==> src/rtl/bus_gate_arbiter_if.sv <==
// Gated-source bus bundle: per-source requests and words in, the arbitrated bus and error status out.
interface bus_gate_arbiter_if #(
  parameter int unsigned WIDTH = 16,
  parameter int unsigned N_SRC = 4
);
  localparam int unsigned SEL_W = (N_SRC > 1) ? $clog2(N_SRC) : 1;

  logic [N_SRC-1:0]       gate;
  logic [N_SRC*WIDTH-1:0] src_data;
  logic                   err_clear;
  logic [WIDTH-1:0]       data_out;
  logic                   bus_valid;
  logic [SEL_W-1:0]       src_sel;
  logic                   contention;
  logic                   err_sticky;
  logic [7:0]             err_count;

  // Sources and error control drive the arbiter; the arbiter drives the bus and status.
  modport master (
    output gate, src_data, err_clear,
    input  data_out, bus_valid, src_sel, contention, err_sticky, err_count
  );

  modport slave (
    input  gate, src_data, err_clear,
    output data_out, bus_valid, src_sel, contention, err_sticky, err_count
  );
endinterface

==> src/rtl/bus_gate_arbiter.sv <==
// Registered arbiter for N gated sources onto one bus, with contention detection,
// a sticky error flag and a saturating contention counter.
module bus_gate_arbiter #(
  parameter int unsigned WIDTH     = 16,
  parameter int unsigned N_SRC     = 4,
  parameter int unsigned PRIO_MODE = 0
) (
  input logic               clk,
  input logic               reset,
  bus_gate_arbiter_if.slave bus
);
  localparam int unsigned SEL_W     = (N_SRC > 1) ? $clog2(N_SRC) : 1;
  localparam logic [7:0]  COUNT_MAX = 8'hFF;

  logic [SEL_W-1:0] first_idx;
  logic [WIDTH-1:0] first_word;
  logic             any_gate;
  logic             multi_gate;
  logic             load;

  // Lowest-index requester and its word; contention is two or more request bits set.
  always_comb begin
    first_idx  = '0;
    first_word = '0;
    for (int i = N_SRC - 1; i >= 0; i--) begin
      if (bus.gate[i]) begin
        first_idx  = SEL_W'(i);
        first_word = bus.src_data[i*WIDTH +: WIDTH];
      end
    end
    any_gate   = |bus.gate;
    multi_gate = |(bus.gate & (bus.gate - N_SRC'(1)));
    load       = any_gate && (!multi_gate || (PRIO_MODE == 0));
  end

  always_ff @(posedge clk) begin
    if (reset) begin
      bus.data_out   <= '0;
      bus.src_sel    <= '0;
      bus.bus_valid  <= 1'b0;
      bus.contention <= 1'b0;
      bus.err_sticky <= 1'b0;
      bus.err_count  <= '0;
    end else begin
      bus.bus_valid  <= load;
      bus.contention <= multi_gate;
      if (load) begin
        bus.data_out <= first_word;
        bus.src_sel  <= first_idx;
      end
      // A contention cycle outranks a simultaneous clear for both the flag and the count.
      if (multi_gate) begin
        bus.err_sticky <= 1'b1;
      end else if (bus.err_clear) begin
        bus.err_sticky <= 1'b0;
      end
      if (bus.err_clear) begin
        bus.err_count <= multi_gate ? 8'd1 : 8'd0;
      end else if (multi_gate && (bus.err_count != COUNT_MAX)) begin
        bus.err_count <= bus.err_count + 8'd1;
      end
    end
  end
endmodule

==> src/flat_wrapper.sv <==
// flat-port wrapper written by rule: the top's interface ports become plain ports
module bus_gate_arbiter_flat 
#(
  parameter int unsigned WIDTH     = 16,
  parameter int unsigned N_SRC     = 4,
  parameter int unsigned PRIO_MODE = 0
)
  (clk, reset, bus_gate, bus_src_data, bus_err_clear, bus_data_out, bus_bus_valid, bus_src_sel, bus_contention, bus_err_sticky, bus_err_count);
  bus_gate_arbiter_if #(.WIDTH(WIDTH), .N_SRC(N_SRC)) bus_i ();
  input logic clk;
  input logic reset;
  input wire logic [$bits(bus_i.gate)-1:0] bus_gate;
  input wire logic [$bits(bus_i.src_data)-1:0] bus_src_data;
  input wire logic [$bits(bus_i.err_clear)-1:0] bus_err_clear;
  output wire logic [$bits(bus_i.data_out)-1:0] bus_data_out;
  output wire logic [$bits(bus_i.bus_valid)-1:0] bus_bus_valid;
  output wire logic [$bits(bus_i.src_sel)-1:0] bus_src_sel;
  output wire logic [$bits(bus_i.contention)-1:0] bus_contention;
  output wire logic [$bits(bus_i.err_sticky)-1:0] bus_err_sticky;
  output wire logic [$bits(bus_i.err_count)-1:0] bus_err_count;
  assign bus_i.gate = bus_gate;
  assign bus_i.src_data = bus_src_data;
  assign bus_i.err_clear = bus_err_clear;
  assign bus_data_out = bus_i.data_out;
  assign bus_bus_valid = bus_i.bus_valid;
  assign bus_src_sel = bus_i.src_sel;
  assign bus_contention = bus_i.contention;
  assign bus_err_sticky = bus_i.err_sticky;
  assign bus_err_count = bus_i.err_count;
  bus_gate_arbiter #(.WIDTH(WIDTH), .N_SRC(N_SRC), .PRIO_MODE(PRIO_MODE)) u_core (.clk(clk), .reset(reset), .bus(bus_i));
endmodule
==> config.mk <==
export PLATFORM = sky130hd
export DESIGN_NAME = bus_gate_arbiter_flat
export DESIGN_NICKNAME = d
export VERILOG_FILES = /design/src/rtl/bus_gate_arbiter_if.sv /design/src/rtl/bus_gate_arbiter.sv /design/src/flat_wrapper.sv
export SDC_FILE = /design/constraint.sdc
export NUM_CORES = 1
export LEC_CHECK = 0
export CAP_MARGIN = 15
export CORE_AREA = 2 2 72 74
export DETAILED_ROUTE_END_ITERATION = 16
export DIE_AREA = 0 0 74 76
export PLACE_DENSITY = 0.87
export RECOVER_POWER = 100
export REMOVE_ABC_BUFFERS = 1
export SETUP_SLACK_MARGIN = 0.15
export SYNTH_ARGS = -nofsm -noshare
export SYNTH_HDL_FRONTEND = slang
export SYNTH_SLANG_ARGS = --single-unit
export TNS_END_PERCENT = 50
==> constraint.sdc <==
create_clock -name clk -period 1.9 [get_ports clk]
set_input_delay 0.285 -clock clk [delete_from_list [all_inputs] [get_ports clk]]
set_output_delay 0.285 -clock clk [all_outputs]
set_load 0.02 [all_outputs]
==> impl_results.html, run 1 <==
<table>
<tr><th>Metric</th><th>Value</th></tr>
<tr><th colspan="2">Outcome</th></tr>
<tr><td>Outcome</td><td>finished, final reports clean</td></tr>
<tr><th colspan="2">Drt</th></tr>
<tr><td>Vias after detailed routing</td><td>2165</td></tr>
<tr><td>ANT nets after route</td><td>0</td></tr>
<tr><td>Wire length reported by the detailed router</td><td>5.60 mm</td></tr>
<tr><td>Detail-routed net length per standard cell</td><td>13.7 um</td></tr>
<tr><td>First-pass iteration count of the detailed router</td><td>4</td></tr>
<tr><td>DRC violation count after routing</td><td>0</td></tr>
<tr><td>Number of vias per cell</td><td>5.29</td></tr>
<tr><td>Iter 0 DRT Violations</td><td>178</td></tr>
<tr><th colspan="2">Setup path</th></tr>
<tr><td>Critical path fanouts, max</td><td>7</td></tr>
<tr><td>Crit Path Category</td><td>in2reg</td></tr>
<tr><td>Required @ worst endpoint</td><td>2.10 ns</td></tr>
<tr><td>Category of the worst setup path launch point</td><td>primary input</td></tr>
<tr><td>Data arrival at the endpoint of the critical path</td><td>1.91 ns</td></tr>
<tr><td>CP endpoint kind</td><td>flip-flop</td></tr>
<tr><th colspan="2">STA</th></tr>
<tr><td>Final critical delay including setup and external delays</td><td>1.71 ns</td></tr>
<tr><td>Setup-failing EPs final</td><td>0</td></tr>
<tr><td>Final Hold Fails</td><td>0</td></tr>
<tr><td>Worst-case headroom to the max-slew limit</td><td>0.657</td></tr>
<tr><td>Final worst-path setup slack</td><td>0.193 ns</td></tr>
<tr><td>Max Fclk</td><td>586 MHz</td></tr>
<tr><td>Actual transition at the worst max-transition pin</td><td>0.512 ns</td></tr>
<tr><td>Total negative setup slack</td><td>0 ns</td></tr>
<tr><td>Count of pins over their slew limit</td><td>0</td></tr>
<tr><td>Setup repair after global routing missed its margin</td><td>false</td></tr>
<tr><td>Clock tree skew after final layout</td><td>0.00300 ns</td></tr>
<tr><td>Final worst-path cycle share</td><td>0.898</td></tr>
<tr><th colspan="2">Clocking</th></tr>
<tr><td>Clock Latency Late Sink</td><td>0.28 ns</td></tr>
<tr><td>CTS buffer count</td><td>5</td></tr>
<tr><td>CTS tree</td><td>done</td></tr>
<tr><td>Clock root buffer</td><td>clkbuf_8</td></tr>
<tr><td>Maximum clock insertion buffer count</td><td>2</td></tr>
<tr><td>Post-CTS setup buffers</td><td>0</td></tr>
<tr><td>Cells resized by post-CTS repair</td><td>0</td></tr>
<tr><td>Hold buffer count at cts</td><td>0</td></tr>
<tr><td>CTS clk-pin slew, worst paths</td><td>0.06 ns</td></tr>
<tr><td>TritonCTS Sinks</td><td>29</td></tr>
<tr><td>CTS HTree Levels</td><td>2</td></tr>
<tr><th colspan="2">Placement</th></tr>
<tr><td>Last weighted congestion value of the routability-driven placer</td><td>0.834</td></tr>
<tr><td>Setup slack after placement</td><td>-0.117 ns</td></tr>
<tr><td># port buffers</td><td>99</td></tr>
<tr><td>Sum of net half-perimeters after detailed placement</td><td>4.30 mm</td></tr>
<tr><th colspan="2">Power</th></tr>
<tr><td>Switching power total</td><td>0.000462 W</td></tr>
<tr><td>Part of the power in the clock network</td><td>0.295</td></tr>
<tr><td>Sequential cell fraction of total power</td><td>0.408</td></tr>
<tr><td>Leak pwr</td><td>1.28 nW</td></tr>
<tr><td>Peak supply drop</td><td>0.251 mV</td></tr>
<tr><td>PwrDens</td><td>551 nW/um^2</td></tr>
<tr><td>Combinational share of power</td><td>0.297</td></tr>
<tr><td>Share of total power consumed by net switching</td><td>0.282</td></tr>
<tr><td>Cell internal power dissipation</td><td>0.00117 W</td></tr>
<tr><th colspan="2">Cells and area</th></tr>
<tr><td>Layout area overhead</td><td>68.9%</td></tr>
<tr><td>Diode insertion count for antenna repair</td><td>0</td></tr>
<tr><td>Most common library cell in the layout ignoring fill and taps</td><td>clkdlybuf4s50_1</td></tr>
<tr><td>Top library cells by usage in the layout, fill and taps aside</td><td>clkdlybuf4s50_1, dlygate4sd3_1, dfxtp_1</td></tr>
<tr><td>Number of fill cells</td><td>439</td></tr>
<tr><td>Layout cells sized above 1</td><td>0.0767</td></tr>
<tr><td>Final #Nets</td><td>410</td></tr>
<tr><th colspan="2">Synthesis</th></tr>
<tr><td>Mean instance size in the synthesized netlist</td><td>7.58 sq um</td></tr>
<tr><td>Number of flip-flops and latches in the synthesized netlist</td><td>29</td></tr>
<tr><td>Yosys warning total</td><td>0</td></tr>
<tr><td>Count of mapped cells out of synthesis</td><td>232</td></tr>
<tr><td>Area of the mapped netlist</td><td>1760 sq um</td></tr>
<tr><td>Part of the Yosys area used for sequential elements</td><td>0.330</td></tr>
<tr><td>Number of distinct library cells after synthesis</td><td>36</td></tr>
<tr><th colspan="2">Floorplan</th></tr>
<tr><td>Full die area</td><td>5620 sq um</td></tr>
<tr><td>Core Box Area</td><td>4910 sq um</td></tr>
<tr><td>Total number of placement rows</td><td>26</td></tr>
<tr><td>Effective utilization at floorplan</td><td>0.358</td></tr>
<tr><td>Horizontal die dimension</td><td>74 um</td></tr>
<tr><td>Chip Height</td><td>76 um</td></tr>
<tr><td>I/O pins</td><td>100</td></tr>
<tr><th colspan="2">Hold path</th></tr>
<tr><td>Worst min path class</td><td>in2reg</td></tr>
<tr><th colspan="2">Global routing</th></tr>
<tr><td>Leftover overflow at the end of global routing</td><td>0</td></tr>
<tr><td>Largest net degree at the start of global routing</td><td>31</td></tr>
<tr><td>Initial antenna violation count</td><td>0</td></tr>
<tr><td>First-pass GRT wire length</td><td>8.91 mm</td></tr>
<tr><td>GRT Total Usage</td><td>0.199</td></tr>
<tr><td>Number of global-route vias before repair</td><td>2033</td></tr>
<tr><th colspan="2">Flow run</th></tr>
<tr><td>Maxcap violations</td><td>0</td></tr>
</table>
-- cells in the mapped netlist --
| cell | number | share of area |
|---|---|---|
| o31ai_1 | 2 | 0.0085 |
| a211oi_1 | 1 | 0.0043 |
| o211a_1 | 1 | 0.0057 |
| a22o_1 | 1 | 0.0050 |
| dfxtp_1 | 29 | 0.33 |
| nor4_1 | 3 | 0.011 |
| a21boi_1 | 2 | 0.0085 |
| a41o_1 | 1 | 0.0057 |
| buf_4 | 1 | 0.0043 |
| a221oi_1 | 16 | 0.080 |
| or2_1 | 2 | 0.0071 |
| nand3_1 | 6 | 0.017 |
| buf_1 | 1 | 0.0021 |
| and3_1 | 1 | 0.0036 |
| inv_1 | 17 | 0.036 |
| o21bai_1 | 1 | 0.0043 |
| a211oi_2 | 1 | 0.0071 |
| clkbuf_1 | 8 | 0.017 |
| or2b_1 | 2 | 0.0085 |
| nor3_1 | 19 | 0.054 |
| a21o_1 | 1 | 0.0043 |
| nor2_1 | 23 | 0.049 |
| ha_1 | 1 | 0.0071 |
| a31oi_1 | 1 | 0.0036 |
| nand4_1 | 1 | 0.0036 |
| buf_2 | 9 | 0.026 |
| nand2_1 | 23 | 0.049 |
| mux2i_1 | 3 | 0.017 |
| or4_1 | 3 | 0.013 |
| a21oi_1 | 16 | 0.046 |
| nor2b_1 | 2 | 0.0071 |
| or2_2 | 1 | 0.0036 |
| a221o_1 | 16 | 0.091 |
| or3_1 | 2 | 0.0071 |
| nand2b_1 | 14 | 0.050 |
| nor3b_1 | 1 | 0.0043 |
-- power by group through the flow --
| stage | clock network, W | logic [W] | registers, W |
|---|---|---|---|
| 6_report | 0.000482 | 0.000486 | 0.000668 |
| 5_1_grt | 0.000521 | 0.000526 | 0.000672 |
| 4_1_cts | 0.000485 | 0.000503 | 0.000670 |
| 3_5_place_dp | 0 | 0.000501 | 0.000683 |
| 3_3_place_gp | 0 | 0.000491 | 0.000682 |
| 2_1_floorplan | 0 | 0.000130 | 0.000729 |
-- sequential cells by signal, indices dropped and copies added (netlist names) --
name,count
u_core.bus.bus_valid,1
u_core.bus.contention,1
u_core.bus.data_out,16
u_core.bus.err_count,8
u_core.bus.err_sticky,1
u_core.bus.src_sel,2
-- per-stage QoR --
stage               hold WS (ns)  power [W]  area, sq um   util  cells
detailed placement         0.442    0.00118         2890  0.589    401
finish                     0.343    0.00164         2970  0.605    409
global route               0.375    0.00172         2970  0.605    409
CTS                        0.456    0.00166         2980  0.606    409
floorplan                  0.357   0.000859         1670      -    213
global placement           0.438    0.00117         2890  0.589    401
-- layout make-up --
class	count	area (sq um)	area share
timing repair buffer	118	1130	0.381
multi-input combinational	167	1030	0.345
sequential	29	581	0.195
tap	70	87.6	0.0295
clock buffer	6	72.6	0.0244
inverter	17	63.8	0.0215
clock inverter	2	10.0	0.00337
-- metal layers --
layer	track usage	wire length, um	vias to the layer above
li1	-	-	1065
met1	0.235	2330	1002
met2	0.342	2740	91
met3	0.0542	486	7
met4	0.0618	49	0
met5	0	0	-
-- logic make-up (layout without fill, tap and decap cells) --
| family | Yosys count | count (layout) | share of synthesized area |
|---|---|---|---|
| mux | 3 | 3 | 0.0171 |
| flops | 29 | 29 | 0.330 |
| compound gates | 60 | 60 | 0.273 |
| buf+inv | 36 | 143 | 0.0853 |
| simple gates | 103 | 103 | 0.287 |
| fa+ha+maj | 1 | 1 | 0.00711 |
-- worst max-delay path: stages --
cell and delay (ns):
clkdlybuf4s50_1 0.54, a211oi_1 0.12, or2_4 0.30, or4_1 0.48, a21boi_0 0.19
-- worst paths after layout --
check | start | end | slack, ns | cells past startpoint
setup / recovery | bus_gate[3] | u_core.bus.err_count[6] | 0.19 | 5
hold / removal | bus_gate[0] | u_core.bus.src_sel[1] | 0.34 | 2
setup reg to reg | u_core.bus.err_count[0] | u_core.bus.err_count[6] | 0.27 | 5
hold reg to reg | u_core.bus.err_sticky | u_core.bus.err_sticky | 0.45 | 1
No activity file was read; power rests on OpenSTA's default activity.
==> run 2: changes to the inputs <==
Settings changed: SLEW_MARGIN set to 20.
==> results of run 2 <==
No change in the layout: final DEF, timing and power equal those of run 1.
==> run 3: changes to the inputs <==
Settings changed: GPL_ROUTABILITY_DRIVEN set to 1.
==> results of run 3 <==
No change in the layout: final DEF, timing and power equal those of run 1.
